[config.mk]
export PLATFORM = sky130hd
export DESIGN_NAME = i3c_ram_1p_arbiter
export DESIGN_NICKNAME = d
export VERILOG_FILES = /design/src/rtl/i3c_ram_arb_pkg.sv /design/src/rtl/i3c_ram_1p_arbiter.sv
export SDC_FILE = /design/constraint.sdc
export NUM_CORES = 1
export LEC_CHECK = 0
export BUFFER_PORTS_ARGS = -buffer_cell sky130_fd_sc_hd__buf_2
export CAP_MARGIN = 20
export CORE_AREA = 2 2 113 115
export CTS_BUF_LIST = sky130_fd_sc_hd__clkbuf_8
export CTS_CLUSTER_DIAMETER = 80
export DETAILED_ROUTE_END_ITERATION = 8
export DIE_AREA = 0 0 115 117
export GPL_ROUTABILITY_DRIVEN = 0
export GPL_TIMING_DRIVEN = 0
export MAX_ROUTING_LAYER = met4
export PLACE_DENSITY = 0.58
export RECOVER_POWER = 50
export SLEW_MARGIN = 20
export SYNTH_ARGS = -nofsm -noshare
export SYNTH_HDL_FRONTEND = slang
export SYNTH_SLANG_ARGS = --single-unit
[constraint.sdc]
create_clock -name clk_i -period 2.1 [get_ports clk_i]
set_clock_uncertainty 0.2 [all_clocks]
set_input_delay 0 -clock clk_i [delete_from_list [all_inputs] [get_ports clk_i]]
set_output_delay 0 -clock clk_i [all_outputs]
set_load 0.01 [all_outputs]
[src/rtl/i3c_ram_arb_pkg.sv]
`default_nettype none
// ============================================================================
// Module   : i3c_ram_arb_pkg
// Brief    : Shared requester count and index type for the 1-port RAM arbiter
// Revision : 1.0
// ============================================================================
package i3c_ram_arb_pkg;

  localparam int unsigned c_num_req = 2;

  typedef logic [$clog2(c_num_req)-1:0] req_idx_t;

endpackage
`default_nettype wire

[src/rtl/i3c_ram_1p_arbiter.sv]
`default_nettype none
// ============================================================================
// Module   : i3c_ram_1p_arbiter
// Brief    : Two-requester round-robin arbiter in front of a single-port RAM
// Revision : 1.0
// ============================================================================
module i3c_ram_1p_arbiter
  import i3c_ram_arb_pkg::*;
#(
  parameter  int unsigned Width = 32,
  parameter  int unsigned Depth = 128,
  localparam int unsigned Aw    = $clog2(Depth)
) (
  input  logic                             clk_i,
  input  logic                             rst_i,
  input  logic [c_num_req-1:0]             req_i,
  input  logic [c_num_req-1:0]             write_i,
  input  logic [c_num_req-1:0][Aw-1:0]     addr_i,
  input  logic [c_num_req-1:0][Width-1:0]  wdata_i,
  input  logic [c_num_req-1:0][Width-1:0]  wmask_i,
  output logic [c_num_req-1:0]             gnt_o,
  output logic [c_num_req-1:0]             rvalid_o,
  output logic [Width-1:0]                 rdata_o,
  output logic [c_num_req-1:0]             err_o,
  output logic                             ram_req_o,
  output logic                             ram_write_o,
  output logic [Aw-1:0]                    ram_addr_o,
  output logic [Width-1:0]                 ram_wdata_o,
  output logic [Width-1:0]                 ram_wmask_o,
  input  logic [Width-1:0]                 ram_rdata_i
);

  req_idx_t             last_q;
  req_idx_t             w_sel;
  logic [c_num_req-1:0] w_gnt;
  logic                 w_any;
  logic                 w_in_range;
  logic                 w_ram_req;
  logic [c_num_req-1:0] r_rvalid;
  logic [c_num_req-1:0] r_err;

  // On conflict the port that did not win last time goes first.
  always_comb begin
    w_gnt = '0;
    w_sel = req_idx_t'(0);
    if (!rst_i) begin
      if (&req_i)         w_sel = ~last_q;
      else if (req_i[1])  w_sel = req_idx_t'(1);
      w_gnt[w_sel] = |req_i;
    end
  end

  assign w_any      = |w_gnt;
  assign w_in_range = 32'(addr_i[w_sel]) < Depth;
  assign w_ram_req  = w_any && w_in_range;

  assign gnt_o       = w_gnt;
  assign ram_req_o   = w_ram_req;
  assign ram_write_o = w_ram_req && write_i[w_sel];
  assign ram_addr_o  = w_ram_req ? addr_i[w_sel]  : '0;
  assign ram_wdata_o = w_ram_req ? wdata_i[w_sel] : '0;
  assign ram_wmask_o = w_ram_req ? wmask_i[w_sel] : '0;

  always_ff @(posedge clk_i or posedge rst_i) begin
    if (rst_i) begin
      last_q   <= req_idx_t'(1);
      r_rvalid <= '0;
      r_err    <= '0;
    end else begin
      if (&req_i) last_q <= w_sel;
      r_rvalid <= (w_ram_req && !write_i[w_sel]) ? w_gnt : '0;
      r_err    <= (w_any && !w_in_range)         ? w_gnt : '0;
    end
  end

  assign rvalid_o = r_rvalid;
  assign err_o    = r_err;
  assign rdata_o  = ram_rdata_i;

endmodule
`default_nettype wire

### Word level (Yosys, flattened, before mapping)

Cells that the tools add are included.

| cells by class | value |
|---|---|
| add/subtract/negate cells | 0 |
| multiply operators | 0 |
| divide/modulo/power cells | 0 |
| order comparisons | 3 |
| eq/ne operators | 0 |
| shift-type cells | 0 |
| multiplexer cells | 19 |
| bitwise operators | 2 |
| reductions and logical operators | 7 |

Operator list:

| kind | number |
|---|---|
| $mux W32 | 6 |
| $mux W7 | 3 |
| $mux W1 | 7 |
| $lt A1 B2 Y1 const B | 2 |
| $mux W2 | 2 |
| $reduce_or A2 Y1 | 2 |
| $logic_and A1 B1 Y1 | 3 |
| $and A2 B2 Y2 | 1 |
| $reduce_and A2 Y1 | 1 |
| $demux W1 S1 | 1 |
| $ge A1 B1 Y1 const B | 1 |
| $logic_not A1 Y1 | 1 |
| $not A1 Y1 | 1 |

| word-level totals | value |
|---|---|
| flip-flop bits (word level) | 3 |
| bits in latches | 0 |
| RAM bits | 0 |
| ROM bits | 0 |
| bits of input ports | 180 |
| memories | 0 |

### Longest topological paths before layout

Gate-level depths: netlist of the first run.

| logic depth | value |
|---|---|
| depth in word-level cells | 12 |
| depth in mapped cells | 5 |
| mapped depth without buffers | 3 |

### Worst setup path before layout of the first run

No wires, ideal clock.

| timing path | value |
|---|---|
| path type | register to output |
| start | reg last_q |
| end | out ram_wmask_o[31] |
| arrival time | 1.211 ns |
| path slack | 0.689 ns |
| stages on the path, launching flop included | 6 |
| buffers on the path | 2 |
| cell sequence | dfstp_2 -> nand2b_1 -> buf_6 -> buf_8 -> a32oi_1 -> nor2_1 |

| on the way | value |
|---|---|
| cells in the longest elaborated chain, start to end | 11 |

RTL lines:

| element | line | RTL |
|---|---|---|
| start: declaration | i3c_ram_1p_arbiter.sv:33 | `req_idx_t last_q;` |
| start signal: assignment | i3c_ram_1p_arbiter.sv:66 | `last_q <= req_idx_t'(1);` |
| start signal: assignment | i3c_ram_1p_arbiter.sv:70 | `if (&req_i) last_q <= w_sel;` |
| $not A1 Y1 * | i3c_ram_1p_arbiter.sv:47 | `if (&req_i) w_sel = ~last_q;` |
| $mux W1 * | i3c_ram_1p_arbiter.sv:47 |  |
| $mux W1 * | i3c_ram_1p_arbiter.sv:46 | `if (!rst_i) begin` |
| $lt A1 B2 Y1 (implied by the code) / $ge A1 B1 Y1 (equally long branches) | i3c_ram_1p_arbiter.sv:49 | `w_gnt[w_sel] = \|req_i;` |
| $logic_and A1 B1 Y1 (implied by the code) | i3c_ram_1p_arbiter.sv:49 |  |
| $mux W1 (implied by the code) | i3c_ram_1p_arbiter.sv:49 |  |
| $demux W1 S1 | i3c_ram_1p_arbiter.sv:49 |  |
| $and A2 B2 Y2 (no source line) | - |  |
| $mux W2 | i3c_ram_1p_arbiter.sv:46 |  |
| $reduce_or A2 Y1 | i3c_ram_1p_arbiter.sv:53 | `assign w_any = \|w_gnt;` |
| $mux W32 * | i3c_ram_1p_arbiter.sv:62 | `assign ram_wmask_o = w_ram_req ? wmask_i[w_sel] : '0;` |
| end: declaration | i3c_ram_1p_arbiter.sv:29 | `output logic [Width-1:0] ram_wmask_o,` |

Mark *: on every way between the ends. The rest lies on a longest branch, timed or not. The select of a mux whose other input is x is not followed.

### Worst setup path in the final report of the first run

| timing path | value |
|---|---|
| start | reg last_q |
| end | out ram_wdata_o[7] |

| on the way | value |
|---|---|
| cells in the longest elaborated chain, start to end | 11 |

RTL lines:

| element | line | RTL |
|---|---|---|
| $not A1 Y1 * | i3c_ram_1p_arbiter.sv:47 |  |
| $mux W1 * | i3c_ram_1p_arbiter.sv:47 |  |
| $mux W1 * | i3c_ram_1p_arbiter.sv:46 |  |
| $lt A1 B2 Y1 (implied by the code) / $ge A1 B1 Y1 (equally long branches) | i3c_ram_1p_arbiter.sv:49 |  |
| $logic_and A1 B1 Y1 (implied by the code) | i3c_ram_1p_arbiter.sv:49 |  |
| $mux W1 (implied by the code) | i3c_ram_1p_arbiter.sv:49 |  |
| $demux W1 S1 | i3c_ram_1p_arbiter.sv:49 |  |
| $and A2 B2 Y2 (no source line) | - |  |
| $mux W2 | i3c_ram_1p_arbiter.sv:46 |  |
| $reduce_or A2 Y1 | i3c_ram_1p_arbiter.sv:53 |  |
| $mux W32 * | i3c_ram_1p_arbiter.sv:61 | `assign ram_wdata_o = w_ram_req ? wdata_i[w_sel] : '0;` |
| end: declaration | i3c_ram_1p_arbiter.sv:28 | `output logic [Width-1:0] ram_wdata_o,` |

Marked as above.

==> results.toml, run 1 <==
[outcome]
status = "finished clean"

[yosys]
seq_area_frac_synth_pct = 4.55
yosys.area.top_type = "a32oi_1"
synth.area.top_cells = "a32oi_1 38%, nor2_1 17%, buf_4 15%"
ys_seq_elements = 3
synth.yosys.warnings = 0
synth_top_area_share_pct = 37.6
synth_cell_types = 18
syn_area_sq_um = 1680
syn_inst = 230
synth_ff_type = "dfrtp_1"
synth_edf_count = 0
synthArstFlopShare_pct = 100
synth.avg_cell_area_sq_um = 7.29

[layout]
syn_to_final_growth_pct = 108
layout-drive-gt1-share_pct = 52.9
final_nets = 707
fin_cells = 676
diodes = 0

[grt]
grt_pass1_wl_mm = 12.1
grt_use_total_pct = 11.3
grt_overflow = 0
antenna_found_initial = 0
grt_pass1_vias = 2512
grt_start_max_net_pins = 11

[clock_network]
cts_tree = "built"
clockRootBuffer = "clkbuf_8"
postCtsSetupRepairBufs = 0
htreeDepth = 1
clkSinkCount = 3
numCtsBuffers = 3
insertion_delay_ns = 0.22
clk_pin_slew_ns = 0.03
clock_path_buffers = 2

[run]
maxCapViolCount = 0

[setup_path]
cp-end-kind = "primary output"
crit_required_ns = 1.90
crit_arrival_ns = 1.70
cpMaxStageDelayCell = "dfstp_2"
startpoint_type = "flop"
cp_cell_sequence = "nand2b_1, buf_6, buf_8, a32oi_1, nor2_1, buf_2"
crit_type = "flop to primary output"
crit_fanout = 10
slowest_delay_ns = 0.57

[routing]
drc = 0
vias = 2924
drt-pass1-iter-count = 4
drt_iter0_drc = 74
wl_per_cell_microns = 13.2
postRouteAntennaNets = 0
via_per_inst = 4.33
drt_wl_total_mm = 8.95

[die]
row_count = 41
design.portCount = 291
chipWidth_microns = 115
die_y_microns = 117
core_sq_um = 12300
start_util_pct = 13.6
dieArea_sq_um = 13500

[placement]
dp_hpwl_mm = 6.78
io_buffers = 255
place_inst = 636

[timing]
hold_violations = 0
fin_crit_ns = 1.90
fin_setup_tns_ns = 0
slew_viol_final = 0
rsz0062_at_grt = "no"
finalSetupViolations = 0
max_freq_mhz = 526
post-route-period-util_pct = 90.5

[power_and_ir_drop]
ir_drop_mv = 0.131
leakage_nw = 1.80
power.density_nw_per_um2 = 308

[worst_hold_path]
hp-class = "primary input to primary output"
## through the flow
stage | hold WS (ns) | instance area, sq um | setup slack [ns] | util (%) | total power [mW]
after floorplan | -0.136 | 1680 | 0.689 | - | 0.531
after global placement | -0.0161 | 3140 | 0.411 | 25.5 | 0.869
after detailed placement | -0.0156 | 3140 | 0.403 | 25.5 | 0.869
after CTS | 0.000770 | 3550 | 0.164 | 28.8 | 1.09
after global routing | 0.0476 | 3490 | 0.0859 | 28.4 | 1.17
final | 0.0255 | 3490 | 0.198 | 28.4 | 1.07
## report_power, final
| part | internal (mW) | switching (mW) |
|---|---|---|
| clock network | 0.125 | 0.0424 |
| logic | 0.433 | 0.405 |
| registers | 0.0650 | 0.00484 |
## cells in the final DEF (no fill, tap or decap)
cell           instances
inv_1                  2
dfstp_2                1
a21boi_2               1
buf_8                  8
a32oi_1               72
buf_2                211
nor2_1                76
nor3_1                 2
conb_1                 2
clkbuf_8               7
buf_6                 14
dlygate4sd3_1         36
dfrtp_1                2
nand2_1                4
nor3_2                 1
clkbuf_1              51
nand2b_1               1
a21o_2                 1
buf_4                 34
## timing repair
action                                  4_1_cts  5_1_grt
endpoints found under the setup margin        0        0
gates resized for setup                       0        0
endpoints found under the hold margin        36        0
hold buffers                                 36        0
## flip-flops by register name (all words and copies together), names as in the netlist
register  count
rvalid_o      2
last_q        1
## worst max-delay path, delay by kind of cell (launching register included)
family                 cells  cell delay [ns]
DFF                        1             0.57
buffers and inverters      3             0.53
and+or+nand+nor            2             0.28
AOI/OAI and AO/OA          1             0.10
## area by class of cell
| type | instances | area, sq um |
|---|---|---|
| Inverter | 1 | 3.75 |
| Sequential cell | 3 | 76.3 |
| Clock buffer | 3 | 41.3 |
| Multi-Input combinational cell | 160 | 985 |
| Tap cell | 150 | 188 |
| Buffer | 67 | 614 |
| Fill cell | 1400 | 8820 |
| Timing Repair Buffer | 291 | 1580 |
| Clock inverter | 1 | 3.75 |
## logic make-up after synthesis
logic type | share of synthesized area, %
buffers and inverters | 36.9
AO/OA/AOI/OAI | 38.8
other | 0.224
flip-flops | 4.55
AND/OR/NAND/NOR | 19.5
## synthesized netlist by cell type (2+ instances only)
cell / n
nor2_1: 76
nor3_1: 2
a32oi_1: 72
clkbuf_1: 6
clkbuf_8: 4
buf_6: 14
buf_4: 34
buf_8: 8
dfrtp_1: 2
nand2_1: 4
## routing by layer
metal	up-vias	GRT usage [%]	wire length (microns)
li1	1438	-	-
met1	1301	12.4	3550
met2	180	22.2	4580
met3	5	1.39	769
met4	0	1.69	41
met5	-	-	0
## path summary, 6_finish.rpt
kind / endpoint / slack [ns] / start / depth (start not counted)
setup / recovery: ram_wdata_o[7] / 0.20 / last_q$_DFFE_PP1P_ / 6
hold / removal: rdata_o[12] / 0.03 / ram_rdata_i[12] / 2
setup reg to reg: rvalid_o[1]$_DFF_PP0_ / 0.47 / last_q$_DFFE_PP1P_ / 4
hold reg to reg: last_q$_DFFE_PP1P_ / 0.38 / last_q$_DFFE_PP1P_ / 1
max in group asynchronous: last_q$_DFFE_PP1P_ / 0.91 / rst_i / 5
min in group asynchronous: rvalid_o[1]$_DFF_PP0_ / 0.57 / rst_i / 5
Note: power is estimated with default switching activity, not from simulation.
==> run 2: changes to the inputs <==
- clock period: 2.1 -> 2.2 ns (I/O delays scaled with it)
==> results.toml, run 2 (same netlist as run 1, synthesis figures left out) <==
[die]
start_util_pct = 13.6
design.portCount = 291
chipWidth_microns = 115
core_sq_um = 12300
dieArea_sq_um = 13500
die_y_microns = 117
row_count = 41

[setup_path]
crit_fanout = 10
slowest_delay_ns = 0.60
timing.rr.end = "rvalid_o[1]$_DFF_PP0_"
cp-end-kind = "primary output"
crit_type = "flop to primary output"
crit_required_ns = 2.00
startpoint_type = "flop"
timing.rr.start = "last_q$_DFFE_PP1P_"
cpMaxStageDelayCell = "dfstp_1"
rr_worst_depth = 4
crit_arrival_ns = 1.75
reg2reg_slack_ns = 0.53
cp_cell_sequence = "nand2b_1, buf_6, buf_8, a32oi_1, nor2_1, buf_2"

[layout]
final_area_sq_um = 3490
mostFrequentLayoutCell = "buf_2"
layout-drive-gt1-share_pct = 52.7
fin_cells = 676
largest_reg_flops = 2
diodes = 0
final_cell_mix = "211 x buf_2, 76 x nor2_1, 72 x a32oi_1"
nFillCells = 1400
syn_to_final_growth_pct = 108
final_nets = 707

[routing]
postRouteAntennaNets = 0
drt-pass1-iter-count = 4
via_per_inst = 4.32
drc = 0
drt_iter0_drc = 75
wl_per_cell_microns = 13.2
drt_wl_total_mm = 8.94
vias = 2923

[clock_network]
numCtsBuffers = 3
clock_path_buffers = 2
clockRootBuffer = "clkbuf_8"
clkSinkCount = 3
clk_pin_slew_ns = 0.03
cts-resized-gates = 0
htreeDepth = 1
hold_buffers = 36
postCtsSetupRepairBufs = 0
cts_tree = "built"
insertion_delay_ns = 0.22

[timing]
finalSetupViolations = 0
post-route-period-util_pct = 88.6
fin_setup_tns_ns = 0
rsz0062_at_grt = "no"
hold_violations = 0
slew_viol_final = 0
fin_crit_ns = 1.95
max_freq_mhz = 513

[grt]
grt_use_total_pct = 11.3
grt_overflow = 0
grt_pass1_vias = 2512
antenna_found_initial = 0
grt_pass1_wl_mm = 12.1
grt_start_max_net_pins = 11

[worst_hold_path]
hp-class = "primary input to primary output"
hold_path_depth = 2
hp-start = "ram_rdata_i[12]"
whs_endpoint = "rdata_o[12]"

[power_and_ir_drop]
power.density_nw_per_um2 = 293
sw_frac_of_total_pct = 42.1
ir_drop_mv = 0.124
intPower_uw = 593
p_switching_uw = 431
combPwrFrac_pct = 78.0
leakage_nw = 1.80
seqPwrFrac_pct = 6.4
clock_power_share_pct = 15.6

[placement]
place_area_sq_um = 3140
io_buffers = 255
place_inst = 636
dp_hpwl_mm = 6.78

[run]
maxCapViolCount = 0

[outcome]
status = "finished clean"
run 2: cell counts in the layout (fill, tap and decap cells not counted):
No cell type changed its count.
run 2: per-stage QoR:
step	power (mW)	setup slack [ns]	utilization, %	hold slack [ns]
finish	1.02	0.251	28.4	0.0255
global route	1.11	0.125	28.4	0.0476
CTS	1.04	0.264	28.8	0.000770
detailed placement	0.829	0.503	25.5	-0.0156
global placement	0.830	0.511	25.5	-0.0161
floorplan	0.507	0.789	-	-0.136
run 2: worst max-delay path by stage:
stage,from,endpoint,cells after the start
6_report,last_q$_DFFE_PP1P_,ram_wdata_o[7],6
5_1_grt,last_q$_DFFE_PP1P_,ram_wdata_o[7],6
4_1_cts,last_q$_DFFE_PP1P_,ram_wdata_o[7],6
3_5_place_dp,last_q$_DFFE_PP1P_,ram_wdata_o[7],6
3_3_place_gp,last_q$_DFFE_PP1P_,ram_wdata_o[7],6
2_1_floorplan,last_q$_DFFE_PP1P_,ram_wmask_o[31],5
run 2: area by class of cell:
cell class / instances / area [sq um] / share of cell area (%)
repair buffers: 291 / 1580 / 45.3
well taps: 150 / 188 / 5.37
inverters: 1 / 3.75 / 0.107
flip-flops and latches: 3 / 76.3 / 2.18
clock buffers: 3 / 41.3 / 1.18
multi-input cells: 160 / 985 / 28.2
clock inverters: 1 / 3.75 / 0.107
plain buffers: 67 / 614 / 17.6
run 2: power by group through the flow:
| stage | combinational (mW) | sequential (mW) | clock, mW |
|---|---|---|---|
| after floorplan | 0.440 | 0.0668 | 0 |
| after global placement | 0.763 | 0.0669 | 0 |
| after detailed placement | 0.762 | 0.0670 | 0 |
| after CTS | 0.816 | 0.0667 | 0.162 |
| after global routing | 0.879 | 0.0667 | 0.167 |
| final | 0.799 | 0.0657 | 0.160 |
run 2: metal layers:
layer  global-route usage [%]  vias to the layer above  share of wire (%)  routed length, microns
li1                         -                     1438                  -                       -
met1                     12.4                     1298                 40                    3550
met2                     22.2                      182                 51                    4580
met3                     1.39                        5                8.7                     779
met4                     1.69                        0               0.46                      41
met5                        -                        -                  0                       0
run 2: worst max-delay path, delay by kind of cell (launching register included):
| family | cells | cell delay [ns] |
|---|---|---|
| DFF | 1 | 0.60 |
| buffers and inverters | 3 | 0.52 |
| and+or+nand+nor | 2 | 0.30 |
| AOI/OAI and AO/OA | 1 | 0.10 |
